$ cat src/rtl/rs_pkg.sv
// Shared GF(2^8) constants, RS(255,239) code dimensions and the syndrome FSM
// state type for the RS decoder front end.
package rs_pkg;

  localparam logic [7:0] GF_POLY = 8'h1D;  // low byte of x^8+x^4+x^3+x^2+1
  localparam int RS_K    = 239;
  localparam int RS_NPAR = 16;
  localparam int RS_N    = RS_K + RS_NPAR;

  typedef enum logic {IDLE, ACCUM} state_t;

  // alpha^e as a field element; evaluated at elaboration to set lane constants.
  function automatic logic [7:0] alpha_pow(input int e);
    logic [7:0] r;
    r = 8'h01;
    for (int k = 0; k < e % 255; k++) begin
      r = {r[6:0], 1'b0} ^ (r[7] ? GF_POLY : 8'h00);
    end
    return r;
  endfunction

endpackage

$ cat src/rtl/gf_const_mul.sv
// Combinational GF(2^8) multiply by a fixed constant: sums the shifted-and-reduced
// copies of the input selected by the set bits of CONST.
module gf_const_mul
  import rs_pkg::*;
#(
  parameter logic [7:0] CONST = 8'h01
) (
  input  logic [7:0] a,
  output logic [7:0] p
);

  logic [7:0] term;

  // NOTE: blocking '=' is deliberate in always_comb so each loop pass sees the
  // term updated by the previous pass; registered state always uses '<='.
  always_comb begin
    term = a;
    p    = '0;
    for (int b = 0; b < 8; b++) begin
      if (CONST[b]) p = p ^ term;
      term = {term[6:0], 1'b0} ^ (term[7] ? GF_POLY : 8'h00);
    end
  end

endmodule

$ cat src/rtl/rs_syndrome_calc.sv
// RS(255,239) syndrome calculator: Horner accumulation of NPAR syndromes over a
// streamed frame. Define RS_ABORT_CNT_EN to build the saturating aborted-frame counter.
module rs_syndrome_calc
  import rs_pkg::*;
#(
  parameter int N    = RS_N,
  parameter int NPAR = RS_NPAR,
  parameter int FCR  = 0
) (
  input  logic                clk,
  input  logic                rst,
  input  logic [7:0]          din,
  input  logic                din_valid,
  input  logic                sof,
  output logic                syn_valid,
  output logic [8*NPAR-1:0]   syn,
  output logic                err_det,
  output logic                busy,
  output logic [7:0]          abort_cnt
);

  state_t              state, state_nxt;
  logic [7:0]          cnt, cnt_nxt;
  logic [7:0]          acc      [NPAR];
  logic [7:0]          acc_nxt  [NPAR];
  logic [7:0]          prod     [NPAR];
  logic [8*NPAR-1:0]   syn_nxt;
  logic                done;

  for (genvar i = 0; i < NPAR; i++) begin : g_lane
    gf_const_mul #(.CONST(alpha_pow(i + FCR))) u_mul (
      .a (acc[i]),
      .p (prod[i])
    );
    assign syn_nxt[8*i +: 8] = acc_nxt[i];
  end

  // NOTE: every signal written here gets its hold value first, so no path through
  // the branches leaves one unassigned and no latch is inferred.
  always_comb begin
    state_nxt = state;
    cnt_nxt   = cnt;
    done      = 1'b0;
    for (int i = 0; i < NPAR; i++) acc_nxt[i] = acc[i];

    if (din_valid) begin
      if (sof) begin
        // A start of frame always restarts: fresh frame from IDLE, abort in ACCUM.
        state_nxt = ACCUM;
        cnt_nxt   = 8'd1;
        for (int i = 0; i < NPAR; i++) acc_nxt[i] = din;
      end else if (state == ACCUM) begin
        for (int i = 0; i < NPAR; i++) acc_nxt[i] = prod[i] ^ din;
        if (cnt == 8'(N - 1)) begin
          done      = 1'b1;
          state_nxt = IDLE;
          cnt_nxt   = '0;
        end else begin
          cnt_nxt = cnt + 8'd1;
        end
      end
    end
  end

  // NOTE: the accumulator array is reset explicitly so a frame cut short by reset
  // leaves no residue; it is a handful of registers, not a RAM.
  always_ff @(posedge clk or negedge rst) begin
    if (!rst) begin
      state <= IDLE;
      cnt   <= '0;
      for (int i = 0; i < NPAR; i++) acc[i] <= '0;
    end else begin
      state <= state_nxt;
      cnt   <= cnt_nxt;
      for (int i = 0; i < NPAR; i++) acc[i] <= acc_nxt[i];
    end
  end

  // Syndromes and the error flag change only on a completed frame.
  always_ff @(posedge clk or negedge rst) begin
    if (!rst) begin
      syn_valid <= 1'b0;
      syn       <= '0;
      err_det   <= 1'b0;
    end else begin
      syn_valid <= done;
      if (done) begin
        syn     <= syn_nxt;
        err_det <= |syn_nxt;
      end
    end
  end

  assign busy = (state == ACCUM);

`ifdef RS_ABORT_CNT_EN
  always_ff @(posedge clk or negedge rst) begin
    if (!rst) begin
      abort_cnt <= '0;
    end else if (state == ACCUM && din_valid && sof && abort_cnt != 8'hFF) begin
      abort_cnt <= abort_cnt + 8'd1;
    end
  end
`else
  assign abort_cnt = '0;
`endif

endmodule

$ cat config.mk
export PLATFORM = sky130hd
export DESIGN_NAME = rs_syndrome_calc
export DESIGN_NICKNAME = d
export VERILOG_FILES = /design/src/rtl/rs_pkg.sv /design/src/rtl/gf_const_mul.sv /design/src/rtl/rs_syndrome_calc.sv
export SDC_FILE = /design/constraint.sdc
export NUM_CORES = 1
export LEC_CHECK = 0
export ABC_AREA = 1
export CAP_MARGIN = 5
export CORE_AREA = 2 2 191 334
export CTS_BUF_LIST = sky130_fd_sc_hd__clkbuf_8
export DETAILED_ROUTE_END_ITERATION = 8
export DIE_AREA = 0 0 193 336
export PLACE_DENSITY = 0.53
export SETUP_SLACK_MARGIN = 0.15
export SYNTH_ARGS = -nofsm -noshare
export SYNTH_HDL_FRONTEND = slang
export SYNTH_SLANG_ARGS = --single-unit
$ cat constraint.sdc
create_clock -name clk -period 3.6 [get_ports clk]
set_clock_uncertainty 0.1 [all_clocks]
set_input_delay 0.54 -clock clk [delete_from_list [all_inputs] [get_ports clk]]
set_output_delay 0.54 -clock clk [all_outputs]
set_load 0.005 [all_outputs]
# Word-level counts from Yosys, hierarchy flattened

Cells that the tools add are included.

Register bits: 267
Output and inout port bits: 139
Logic and storage cells: 224

$add $sub $neg: 1
Equality and inequality tests: 1
Mux-type cells: 86
Bitwise operators: 112
Reduce and logical (&&, ||, !) cells: 3

Operators by type and width:

| cell                  | count |
|---|---|
| $xor A8 B8 Y8         | 112 |
| $mux W128             | 3 |
| $mux W5               | 73 |
| $reduce_or A128 Y1    | 1 |
| $mux W8               | 3 |
| $add A8 B1 Y8 const B | 1 |
| $eq A8 B8 Y1 const B  | 1 |
| $mux W1               | 7 |
| $reduce_and A2 Y1     | 1 |
| $reduce_bool A2 Y1    | 1 |

# Logic depth before layout (Yosys ltp)

Gate-level depths: netlist (run 1).

Depth after elaboration: 20
Mapped depth: 22

# Modules after synthesis

From an unflattened synthesis (run 1), not the netlist that was laid out.

Cells, all modules: 2679
Area total of the unflattened synthesis: 18101.1 sq um

By module, submodules not included:

| module                           | instances | cells an instance | area each (sq um) |
|---|---|---|---|
| rs_syndrome_calc                 | 1         | 1703              | 13127.6 |
| gf_const_mul at g_lane[10].u_mul | 1         | 124               | 575.6 |
| gf_const_mul at g_lane[11].u_mul | 1         | 101               | 555.5 |
| gf_const_mul at g_lane[12].u_mul | 1         | 94                | 478.0 |
| gf_const_mul at g_lane[9].u_mul  | 1         | 85                | 454.2 |
| gf_const_mul at g_lane[13].u_mul | 1         | 74                | 416.6 |
| gf_const_mul at g_lane[8].u_mul  | 1         | 68                | 370.4 |
| gf_const_mul at g_lane[15].u_mul | 1         | 61                | 350.3 |
| gf_const_mul at g_lane[7].u_mul  | 1         | 59                | 307.8 |
| gf_const_mul at g_lane[14].u_mul | 1         | 63                | 290.3 |
| gf_const_mul at g_lane[5].u_mul  | 1         | 61                | 262.8 |
| gf_const_mul at g_lane[6].u_mul  | 1         | 51                | 259.0 |
| gf_const_mul at g_lane[4].u_mul  | 1         | 50                | 231.5 |
| gf_const_mul at g_lane[3].u_mul  | 1         | 35                | 155.1 |
| 3 more rows                      | n/a       | n/a               | n/a |

# Worst setup path before layout (run 1)

Ideal clock, no wire load.

Kind: input to register
Start point: input port din[5]
End point: register err_det
Setup time: 0.117 ns
Data arrival time: 2.016 ns
Path slack: 1.367 ns
Cell stages on the path: 16
Path buffers: 2
Path through: buf_2 > inv_2 > buf_4 > xor2_1 > a21oi_1 > nand2_1 > nor2_1 > nand2_1 > nor2_1 > nand3_1 > nor3_1 > nand2_1 > nor2_1 > nand2_1 > nor2_1 > nor2_1

Word-level cells in the longest chain between the ends: 5

RTL lines:

| what                   | line                   | source |
|---|---|---|
| start: declaration     | rs_syndrome_calc.sv:12 | `input logic [7:0] din,` |
| $xor A8 B8 Y8          | rs_syndrome_calc.sv:53 | `for (int i = 0; i < NPAR; i++) acc_nxt[i] = prod[i] ^ din;` |
| $mux W128              | rs_syndrome_calc.sv:52 | `end else if (state == ACCUM) begin` |
| $mux W128 *            | rs_syndrome_calc.sv:47 | `if (sof) begin` |
| $mux W128 *            | rs_syndrome_calc.sv:46 | `if (din_valid) begin` |
| $reduce_or A128 Y1 *   | rs_syndrome_calc.sv:89 | `err_det <= \|syn_nxt;` |
| end signal: assignment | rs_syndrome_calc.sv:89 |  |
| end: declaration       | rs_syndrome_calc.sv:17 | `output logic err_det,` |

Every way passes the cells marked *; elsewhere a longest branch is shown, timed or not.
A chain may end at the register's enable or synchronous reset.

# Worst setup path in the final report (run 1)

Start point: register acc[6] (netlist name)
End point: register err_det

Word-level cells in the longest chain between the ends: 12

RTL lines:

| what                       | line                   | source |
|---|---|---|
| start: declaration         | rs_syndrome_calc.sv:24 | `logic [7:0] acc [NPAR];` |
| $xor A8 B8 Y8              | gf_const_mul.sv:21     | `term = {term[6:0], 1'b0} ^ (term[7] ? GF_POLY : 8'h00);` |
| $mux W5                    | gf_const_mul.sv:21     |  |
| $xor A8 B8 Y8 (4 in a row) | gf_const_mul.sv:21     |  |
| $xor A8 B8 Y8              | gf_const_mul.sv:20     | `if (CONST[b]) p = p ^ term;` |
| $xor A8 B8 Y8              | rs_syndrome_calc.sv:53 |  |
| $mux W128                  | rs_syndrome_calc.sv:52 |  |
| $mux W128                  | rs_syndrome_calc.sv:47 |  |
| $mux W128 *                | rs_syndrome_calc.sv:46 |  |
| $reduce_or A128 Y1 *       | rs_syndrome_calc.sv:89 |  |

Marks and branches as above.

==> flow_metrics.env, run 1 <==
export IMPL_syn_area_um2=18450
export IMPL_hold_buffers=1
export IMPL_rows=121
export IMPL_clockRootBuffer="clkbuf_8"
export IMPL_drv_cap=0
export IMPL_period_minus_slack_ns=2.868
export IMPL_io_pins=151
export IMPL_core_um2=62070
export IMPL_antenna_found_initial=1
export IMPL_cts_resized=0
export IMPL_rsz0062_at_grt="false"
export IMPL_setup_violations=0
export IMPL_r2r_cells=19
export IMPL_final_common_cell="nand2_1"
export IMPL_place_ws_ns=0.1444
export IMPL_postSynthAreaPerCell_um2=6.067
export IMPL_viasPerCell=4.784
export IMPL_ys_types=32
export IMPL_nets=3239
export IMPL_ys_flop_type="dfrtp_1"
export IMPL_finalCritPeriodShare=0.7967
export IMPL_die_w_um=193
export IMPL_setup_ws_ns=0.7317
export IMPL_cts_num_sinks=267
export IMPL_max_freq_mhz=348.6
export IMPL_htree_num_levels=2
export IMPL_worstPathRequired_ns=4.04
export IMPL_firstDrtPassIters=7
export IMPL_post_cts_buffers=0
export IMPL_io_buffers=142
export IMPL_path_class="flip-flop to flip-flop"
export IMPL_cts_buffers=45
export IMPL_clk_pin_slew_worst_paths_ns=0.07
export IMPL_first_global_vias=19080
export IMPL_irDropWorstVdd_mv=0.2213
export IMPL_synth_edf_count=0
export IMPL_holdPathStages=5
export IMPL_wl_per_cell_um=18.00
export IMPL_vias=19420
export IMPL_maxSlewViolCount=0
export IMPL_syn2layout_area_growth_pct=21.18
export IMPL_grt_max_degree=88
export IMPL_hold_viol=0
export IMPL_leakagePower_nw=12.62
export IMPL_track_usage=0.2269
export IMPL_drc_errors=0
export IMPL_grt_pass1_wl_mm=111.0
export IMPL_dieArea_um2=64850
export IMPL_relSlewSlack=0.4414
export IMPL_outcome="finished clean"
export IMPL_gp_congestion=0.9290
export IMPL_power_density_nw_per_um2=580.4
export IMPL_min_delay_path_class="input port to flip-flop"
export IMPL_mostFrequentLayoutCells="1,581 x nand2_1, 325 x inv_1, 266 x dfrtp_1, 223 x nand3_1, 164 x o21ai_0"
export IMPL_start_util=0.2972
export IMPL_arrival_ns=3.30
export IMPL_synth_seq_cells=267
export IMPL_clkLatencyLatePin_ns=0.64
export IMPL_tns_ns=0
export IMPL_async_reset_ff_frac=1.000
export IMPL_dieHeight_um=336
export IMPL_ys_seq_area_frac=0.3621
export IMPL_drtIter0Drc=1428
export IMPL_cp_max_fo=9
export IMPL_worst_pin_slew_ns=0.8378
export IMPL_final_antenna_net_count=0
export IMPL_cp_start_kind="flip-flop"
export IMPL_dp_hpwl_mm=53.60
export IMPL_cts_buffer_depth=3
export IMPL_critPathCaptureType="flip-flop"
export IMPL_wirelength_mm=73.07
export IMPL_finalCoreUtilization=0.3602
export IMPL_grt_overflow_total=0
export IMPL_synth_warning_count=0
export IMPL_netlist_instances=3041
export IMPL_total_power_mw=12.98
export IMPL_fillCellCount=6810
export IMPL_drive_above_1_share=0.06597
export IMPL_cts_tree="yes"
[power breakdown]
| part | leakage [nW] | internal (mW) | switching, mW |
|---|---|---|---|
| registers | 3.31 | 3.41 | 0.560 |
| logic | 8.76 | 2.04 | 3.91 |
| clock network | 0.548 | 1.68 | 1.38 |
[synthesized netlist by cell type, types with 2 or more instances]
cell type  count  area, µm²
nor2_1       115      431.7
o21a_1         2      15.01
nand3_1      223       1116
buf_6          6      67.56
dfrtp_1      267       6681
a21oi_1       97      485.5
nor3_1         5      25.02
buf_1          4      15.01
nand4_1       20      125.1
nand2_2        7      43.79
nand3b_1       9      67.56
o21ai_0      164      820.8
inv_2         10      37.54
clkbuf_1      45      168.9
o21ai_1        4      20.02
nand2_1     1582       5938
clkbuf_2       2      10.01
xnor2_1       32      280.3
buf_4         25      187.7
xor2_1        44      385.4
inv_1        315       1182
clkinv_1       2      7.510
buf_2         51      255.2
ha_1           2      25.02
[cell families (layout without fill, tap and decap cells)]
family	after synthesis	in the layout	share of synthesized area
AOI/OAI and AO/OA	272	272	0.07494
buffers and inverters	460	671	0.1047
other	1	9	0.0002032
and+or+nand+nor	1963	1963	0.4206
xor gates and xnor gates	76	76	0.03608
adders and majority gates	2	2	0.001356
DFF	267	267	0.3621
[final cells by class]
| class | instances | area, µm² | area share |
|---|---|---|---|
| sequential | 267 | 6685 | 0.2990 |
| tap | 799 | 999.7 | 0.04471 |
| multi-input combinational | 2321 | 9871 | 0.4415 |
| timing repair buffer | 263 | 2582 | 0.1155 |
| clock buffer | 59 | 812.0 | 0.03632 |
| inverter | 327 | 1227 | 0.05490 |
| clock inverter | 22 | 177.7 | 0.007947 |
| antenna | 1 | 2.502 | 0.0001119 |
[worst max-delay path, stage by stage (launching register included)]
cell and delay [ns]:
dfrtp_1 0.51, clkinv_1 0.36, nand2_1 0.16, nand2_1 0.13, nand2_1 0.11, nand2_1 0.06, nand2_1 0.05, nand3_1 0.09
nand2_1 0.08, nand2_1 0.06, nand2_1 0.21, nand2_1 0.09, nor2_1 0.17, nand2_1 0.11, nor2_1 0.11, nand2_1 0.05
nor2_1 0.15, nand2_1 0.07, nor2_1 0.09, nor2_1 0.05
[per-stage QoR]
| stage | std cells | hold WS, ns | cell area [µm²] |
|---|---|---|---|
| 3_3_place_gp | 3976 | 0.3664 | 21360 |
| 2_1_floorplan | 3048 | 0.1444 | 18480 |
| 3_5_place_dp | 3976 | 0.3637 | 21360 |
| 6_report | 4059 | 0.3722 | 22360 |
| 4_1_cts | 4058 | 0.3267 | 22360 |
| 5_1_grt | 4059 | 0.4078 | 22360 |
[metal layers]
| layer | GRT usage | vias to the layer above | share of wire |
|---|---|---|---|
| met5 | 0 | - | 0 |
| met4 | 0.1659 | 0 | 0.083 |
| met3 | 0.03058 | 257 | 0.047 |
| met2 | 0.4020 | 606 | 0.49 |
| met1 | 0.2439 | 8864 | 0.38 |
| li1 | - | 9691 | - |
[registers in the layout, indices dropped and copies added (netlist names)]
| name | count |
|---|---|
| err_det | 1 |
| acc | 128 |
| syn_valid | 1 |
| busy | 1 |
| cnt | 8 |
| syn | 128 |
[path summary, 6_finish.rpt]
check | start | end | slack [ns]
worst min register to register | syn[14]$_DFFE_PN0P_ | syn[14]$_DFFE_PN0P_ | 0.38
worst max-delay path | acc[6]$_DFF_PN0_ | err_det$_DFFE_PN0P_ | 0.73
max in group asynchronous | rst | cnt[4]$_DFFE_PN0P_ | 2.06
worst min-delay path | sof | acc[118]$_DFF_PN0_ | 0.37
worst max register to register | acc[6]$_DFF_PN0_ | err_det$_DFFE_PN0P_ | 0.73
min in group asynchronous | rst | syn[119]$_DFFE_PN0P_ | 0.40
(Power assumes the default switching activity.)
==> run 2, diff against run 1 <==
Settings changed: PLACE_DENSITY 0.53 to 0.55.
Clock period 3.6 ns to 2.4 ns, I/O delays scaled along.
==> run 2 against run 1 <==
Non-clock buffer count increased by 386; core utilization increased by 5.9 points; die area unchanged; the run now ends with setup timing left; final cell count increased by 9.5%; combinational power increased by 95%; final area increased by 16%; worst setup slack got worse by 0.77 ns; wire length increased by 2.6%; via count increased by 6.6%; clock-buffer cell count decreased by 4; highest routed layer unchanged; sequential share of layout area decreased by 4.1 points.
==> flow_metrics.env, run 2 (synthesis results as in run 1) <==
export IMPL_outcome="complete, but fails checks"
export IMPL_violations="setup timing"
export IMPL_drc_errors=0
export IMPL_io_pins=151
export IMPL_syn2layout_area_growth_pct=40.89
export IMPL_power_density_nw_per_um2=846.1
export IMPL_cts_tree="yes"
export IMPL_grt_overflow_total=0
export IMPL_drive_above_1_share=0.2057
export IMPL_irDropWorstVdd_mv=0.4921
export IMPL_gp_congestion=0.9568
export IMPL_placed_cell_area_um2=24360
export IMPL_dieArea_um2=64850
export IMPL_cp_max_fo=20
export IMPL_maxSlewViolCount=0
export IMPL_vias=20700
export IMPL_relSlewSlack=0.6414
export IMPL_grt_pass1_wl_mm=114.2
export IMPL_multi_input_comb_area_um2=10260
export IMPL_critPathCaptureType="flip-flop"
export IMPL_worst_pin_slew_ns=0.5323
export IMPL_final_common_cell="nand2_1"
export IMPL_worstSetupStartpoint="busy$_DFFE_PN0P_"
export IMPL_leakagePower_nw=14.64
export IMPL_clk_pin_slew_worst_paths_ns=0.08
export IMPL_cts_num_sinks=267
export IMPL_core_um2=62070
export IMPL_cp_start_kind="flip-flop"
export IMPL_firstDrtPassIters=6
export IMPL_crit_path_end="err_det$_DFFE_PN0P_"
export IMPL_dieHeight_um=336
export IMPL_arrival_ns=2.86
export IMPL_cpMostUsedCell="nand2_2"
export IMPL_rsz0062_at_grt="true"
export IMPL_period_minus_slack_ns=2.436
export IMPL_final_antenna_net_count=0
export IMPL_path_class="flip-flop to flip-flop"
export IMPL_crit_reg2reg_launch="busy$_DFFE_PN0P_"
export IMPL_fillCellCount=6610
export IMPL_viasPerCell=4.657
export IMPL_start_util=0.2972
export IMPL_final_area_um2=25990
export IMPL_wl_per_cell_um=16.86
export IMPL_setup_violations=1
export IMPL_die_w_um=193
export IMPL_hold_viol=0
export IMPL_cpPeakStageDelay_ns=0.53
export IMPL_track_usage=0.2328
export IMPL_crit_path_cell_trace="inv_2, buf_12, buf_4, a21oi_1, nand2_1, nand2_2, nand2_2, nand2_1, nor2_1, buf_4, nand2_4, nor2_4, nand2_4, nor2_4, nand2_2, nor2_2, nor2_1"
export IMPL_r2r_cells=17
export IMPL_place_ws_ns=-0.8820
export IMPL_io_buffers=142
export IMPL_cts_buffer_depth=3
export IMPL_worstPathRequired_ns=2.82
export IMPL_r2r_end="err_det$_DFFE_PN0P_"
export IMPL_crit_slowest_cell="dfrtp_4"
export IMPL_first_global_vias=20310
export IMPL_htree_num_levels=2
export IMPL_clockRootBuffer="clkbuf_8"
export IMPL_mostFrequentLayoutCells="1,509 x nand2_1, 456 x buf_4, 302 x inv_1, 250 x dfrtp_1, 220 x nand3_1"
export IMPL_drv_cap=0
export IMPL_min_delay_path_class="input port to flip-flop"
export IMPL_setup_ws_ns=-0.03639
export IMPL_rows=121
export IMPL_finalCritPeriodShare=1.015
export IMPL_dp_hpwl_mm=58.04
export IMPL_max_freq_mhz=410.4
export IMPL_clkLatencyLatePin_ns=0.65
export IMPL_cts_buffers=44
export IMPL_wirelength_mm=74.94
export IMPL_whs_ns=0.1305
export IMPL_r2r_slack_ns=-0.04
export IMPL_regArea_um2=6705
export IMPL_reg_top3="acc: 128 flops, syn: 128 flops, cnt: 8 flops"
export IMPL_nets=3624
export IMPL_antenna_found_initial=1
export IMPL_grt_max_degree=97
export IMPL_drtIter0Drc=1244
## run 2: layer usage
layer | vias to the layer above | GRT usage | wire length (µm)
li1 | 10450 | - | -
met1 | 9402 | 0.2467 | 27660
met2 | 589 | 0.4214 | 38110
met3 | 261 | 0.02766 | 3162
met4 | 0 | 0.1655 | 6009
met5 | - | 0 | 0
## run 2: worst min path at each step
stage          start              endpoint  slack, ns  depth (start not counted)
2_1_floorplan    rst      acc[0]$_DFF_PN0_      -0.04                          0
3_3_place_gp     rst  syn[120]$_DFFE_PN0P_       0.21                          1
3_5_place_dp     rst  syn[120]$_DFFE_PN0P_       0.21                          1
4_1_cts          sof    cnt[7]$_DFFE_PN0P_       0.11                          4
5_1_grt          rst  syn[122]$_DFFE_PN0P_       0.14                          2
6_report         sof    cnt[7]$_DFFE_PN0P_       0.13                          4
## run 2: per-stage QoR
| step | total power [mW] | TNS (ns) | util | cells |
|---|---|---|---|---|
| after detailed placement | 16.75 | -23.32 | 0.3924 | 4339 |
| after global routing | 23.79 | -0.1685 | 0.4188 | 4446 |
| after CTS | 21.59 | -0.08392 | 0.4101 | 4425 |
| after floorplan | 11.93 | 0 | - | 3048 |
| after global placement | 16.70 | -21.88 | 0.3924 | 4339 |
| final | 21.99 | -0.03639 | 0.4188 | 4446 |
## run 2: area by class of cell
cell class | instances | area share
antenna | 1 | 0.00009627
clock buffer | 55 | 0.02912
clock inverter | 27 | 0.009290
inverter | 327 | 0.04756
multi-input combinational | 2321 | 0.3947
sequential | 267 | 0.2579
tap | 799 | 0.03846
timing repair buffer | 649 | 0.2228
## run 2: repair_timing
action	CTS	global route
endpoints found under the hold margin	135	0
buffers inserted	3	20
pin swaps	14	48
setup endpoints to repair	3	16
hold buffers	1	0
resized for setup	26	153
## run 2: critical path, delay by kind of cell (launching register included)
family                 cells  cell delay (ns)
buffers and inverters      4             0.68
AND/OR/NAND/NOR           12             0.94
AO/OA/AOI/OAI              1             0.07
flip-flops                 1             0.53
## run 2: power by group
| part | internal (mW) | leakage, nW | switching [mW] |
|---|---|---|---|
| Sequential | 5.12 | 3.30 | 0.620 |
| Clock | 2.53 | 0.547 | 2.10 |
| Combinational | 4.93 | 10.8 | 6.69 |
| Total | 12.6 | 14.6 | 9.41 |
==> run 3, diff against run 2 <==
Settings changed: CAP_MARGIN 5 to unset, PLACE_DENSITY 0.55 to unset, PLACE_DENSITY_LB_ADDON set to 0.1.
==> run 3 against run 2 <==
The flow still finishes with violations (setup timing); die area did not move; core utilization increased by 1.9 points; first-iteration DRC count rose by 9.7%; power grew 5.6%; global-route usage rose by 2.8 points; register-to-register slack worse by 0.09 ns; final area increased by 4.6%; fmax decreased by 3.7%; clock-buffer cell count grew 4; critical endpoint unchanged; largest power group unchanged.
==> flow_metrics.env, run 3 (synthesis results as in run 1) <==
export IMPL_grt_max_degree=96
export IMPL_path_class="flip-flop to flip-flop"
export IMPL_drc_errors=0
export IMPL_start_util=0.2972
export IMPL_viasPerCell=4.809
export IMPL_cts_buffer_depth=3
export IMPL_highest_layer="met5"
export IMPL_drtIter0Drc=1365
export IMPL_setup_ws_ns=-0.1298
export IMPL_grt_overflow_total=0
export IMPL_nets=3706
export IMPL_die_w_um=193
export IMPL_gp_congestion=0.9699
export IMPL_core_um2=62070
export IMPL_antenna_found_initial=4
export IMPL_rows=121
export IMPL_io_pins=151
export IMPL_clk_pin_slew_worst_paths_ns=0.07
export IMPL_period_minus_slack_ns=2.530
export IMPL_irDropWorstVdd_mv=0.4550
export IMPL_dieArea_um2=64850
export IMPL_dieHeight_um=336
export IMPL_outcome="complete, but fails checks"
export IMPL_cp_start_kind="flip-flop"
export IMPL_route_met3_wl_mm=3.601
export IMPL_setup_violations=1
export IMPL_wl_met2_mm=43.08
export IMPL_finalCritPeriodShare=1.054
export IMPL_arrival_ns=2.99
export IMPL_wl_per_cell_um=18.69
export IMPL_dp_hpwl_mm=63.64
export IMPL_final_antenna_net_count=0
export IMPL_min_delay_path_class="input port to flip-flop"
export IMPL_maxSlewViolCount=0
export IMPL_firstDrtPassIters=6
export IMPL_cts_buffers=45
export IMPL_final_area_um2=27200
export IMPL_htree_num_levels=2
export IMPL_clockRootBuffer="clkbuf_8"
export IMPL_power_density_nw_per_um2=854.1
export IMPL_syn2layout_area_growth_pct=47.44
export IMPL_clkLatencyLatePin_ns=0.66
export IMPL_reg_top3="acc: 128 flops, syn: 128 flops, cnt: 8 flops"
export IMPL_tns_ns=-0.1298
export IMPL_finalCoreUtilization=0.4383
export IMPL_critPathCaptureType="flip-flop"
export IMPL_worstSetupStartpoint="busy$_DFFE_PN0P_"
export IMPL_vias=21780
export IMPL_worst_pin_slew_ns=0.6208
export IMPL_min_delay_start="sof"
export IMPL_io_buffers=142
export IMPL_drv_cap=0
export IMPL_total_power_mw=23.24
export IMPL_cp_max_fo=8
export IMPL_drive_above_1_share=0.2371
export IMPL_hold_viol=0
export IMPL_cts_num_sinks=267
export IMPL_rsz0062_at_grt="true"
export IMPL_whs_ns=0.09365
export IMPL_max_freq_mhz=395.3
export IMPL_wl_met1_mm=31.06
export IMPL_grt_pass1_wl_mm=126.5
export IMPL_first_global_vias=21740
export IMPL_crit_reg2reg_launch="busy$_DFFE_PN0P_"
export IMPL_mostFrequentLayoutCells="1,487 x nand2_1, 511 x buf_4, 295 x inv_1, 255 x dfrtp_1, 211 x nand3_1"
export IMPL_wirelength_mm=84.63
export IMPL_worstPathRequired_ns=2.86
export IMPL_relSlewSlack=0.5861
export IMPL_placed_cell_area_um2=24510
export IMPL_leakagePower_nw=15.24
export IMPL_violations="setup timing"
export IMPL_final_common_cell="nand2_1"
export IMPL_cts_tree="yes"
export IMPL_track_usage=0.2612
==> run 3: cell types whose count changed in the layout (fill, tap and decap cells not counted), sizes merged <==
cell           previous run  this run
bufbuf                    0         2
buf                     508       583
dlymetal6s2s              1         0
inv                     334       332
clkbuf                   55        62
clkinv                   13         7
dlygate4sd2               0         2
clkinvlp                  3         7
clkdlybuf4s50           139       138
bufinv                    4         6
nand2                  1589      1590
==> run 3: repair_timing <==
item,CTS,global route
hold buffers,1,0
pin swaps,43,52
setup buffers,36,21
endpoints found under the hold margin,72,0
resized for setup,149,150
cloned,6,3
setup endpoints to repair,7,96
==> run 3: metrics by stage <==
| stage | setup WS [ns] | cells |
|---|---|---|
| 2_1_floorplan | 0.3467 | 3048 |
| 3_3_place_gp | -0.9565 | 4378 |
| 3_5_place_dp | -0.9482 | 4378 |
| 4_1_cts | -0.06382 | 4505 |
| 5_1_grt | -0.2321 | 4529 |
| 6_report | -0.1298 | 4529 |
==> run 3: layout make-up <==
type | count | area, µm²
multi-input combinational | 2322 | 10510
tap | 799 | 999.7
inverter | 327 | 1255
timing repair buffer | 729 | 6630
clock buffer | 59 | 812.0
sequential | 267 | 6699
fill | 6579 | 34870
antenna | 1 | 2.502
clock inverter | 25 | 297.8
==> run 3: worst max-delay path, stage by stage (launching register included) <==
cell and delay [ns]:
dfrtp_4 0.59, inv_8 0.13, buf_12 0.13, buf_4 0.12, buf_12 0.12, a21oi_1 0.10, nand2_1 0.13, nand2_1 0.10
o21ai_2 0.11, nand2_1 0.08, nor2_1 0.10, nand2_1 0.12, nor2_2 0.14, nand2_2 0.09, nor2_4 0.09, nand2_1 0.06
nor2_1 0.08, nor2_1 0.05
==> run 3: power breakdown <==
group	total, mW	leakage, nW	internal [mW]	switching [mW]
combinational	12.4	11.4	5.30	7.08
clock	5.09	0.565	2.89	2.20
sequential	5.78	3.30	5.12	0.652
total	23.2	15.2	13.3	9.93
==> run 3: metal layers <==
metal | vias up | global-route usage
met5 | - | 0
met4 | 2 | 0.1775
met3 | 304 | 0.03747
met2 | 678 | 0.4767
met1 | 10180 | 0.2727
li1 | 10620 | -
==> run 3: final timing paths <==
| kind | to | slack (ns) | cells past startpoint |
|---|---|---|---|
| worst max register to register | err_det$_DFFE_PN0P_ | -0.13 | 17 |
| max in group asynchronous | busy$_DFFE_PN0P_ | 1.33 | 3 |
| worst max-delay path | err_det$_DFFE_PN0P_ | -0.13 | 17 |
| worst min-delay path | busy$_DFFE_PN0P_ | 0.09 | 3 |
| min in group asynchronous | acc[20]$_DFF_PN0_ | 0.15 | 2 |
| worst min register to register | syn[83]$_DFFE_PN0P_ | 0.38 | 2 |
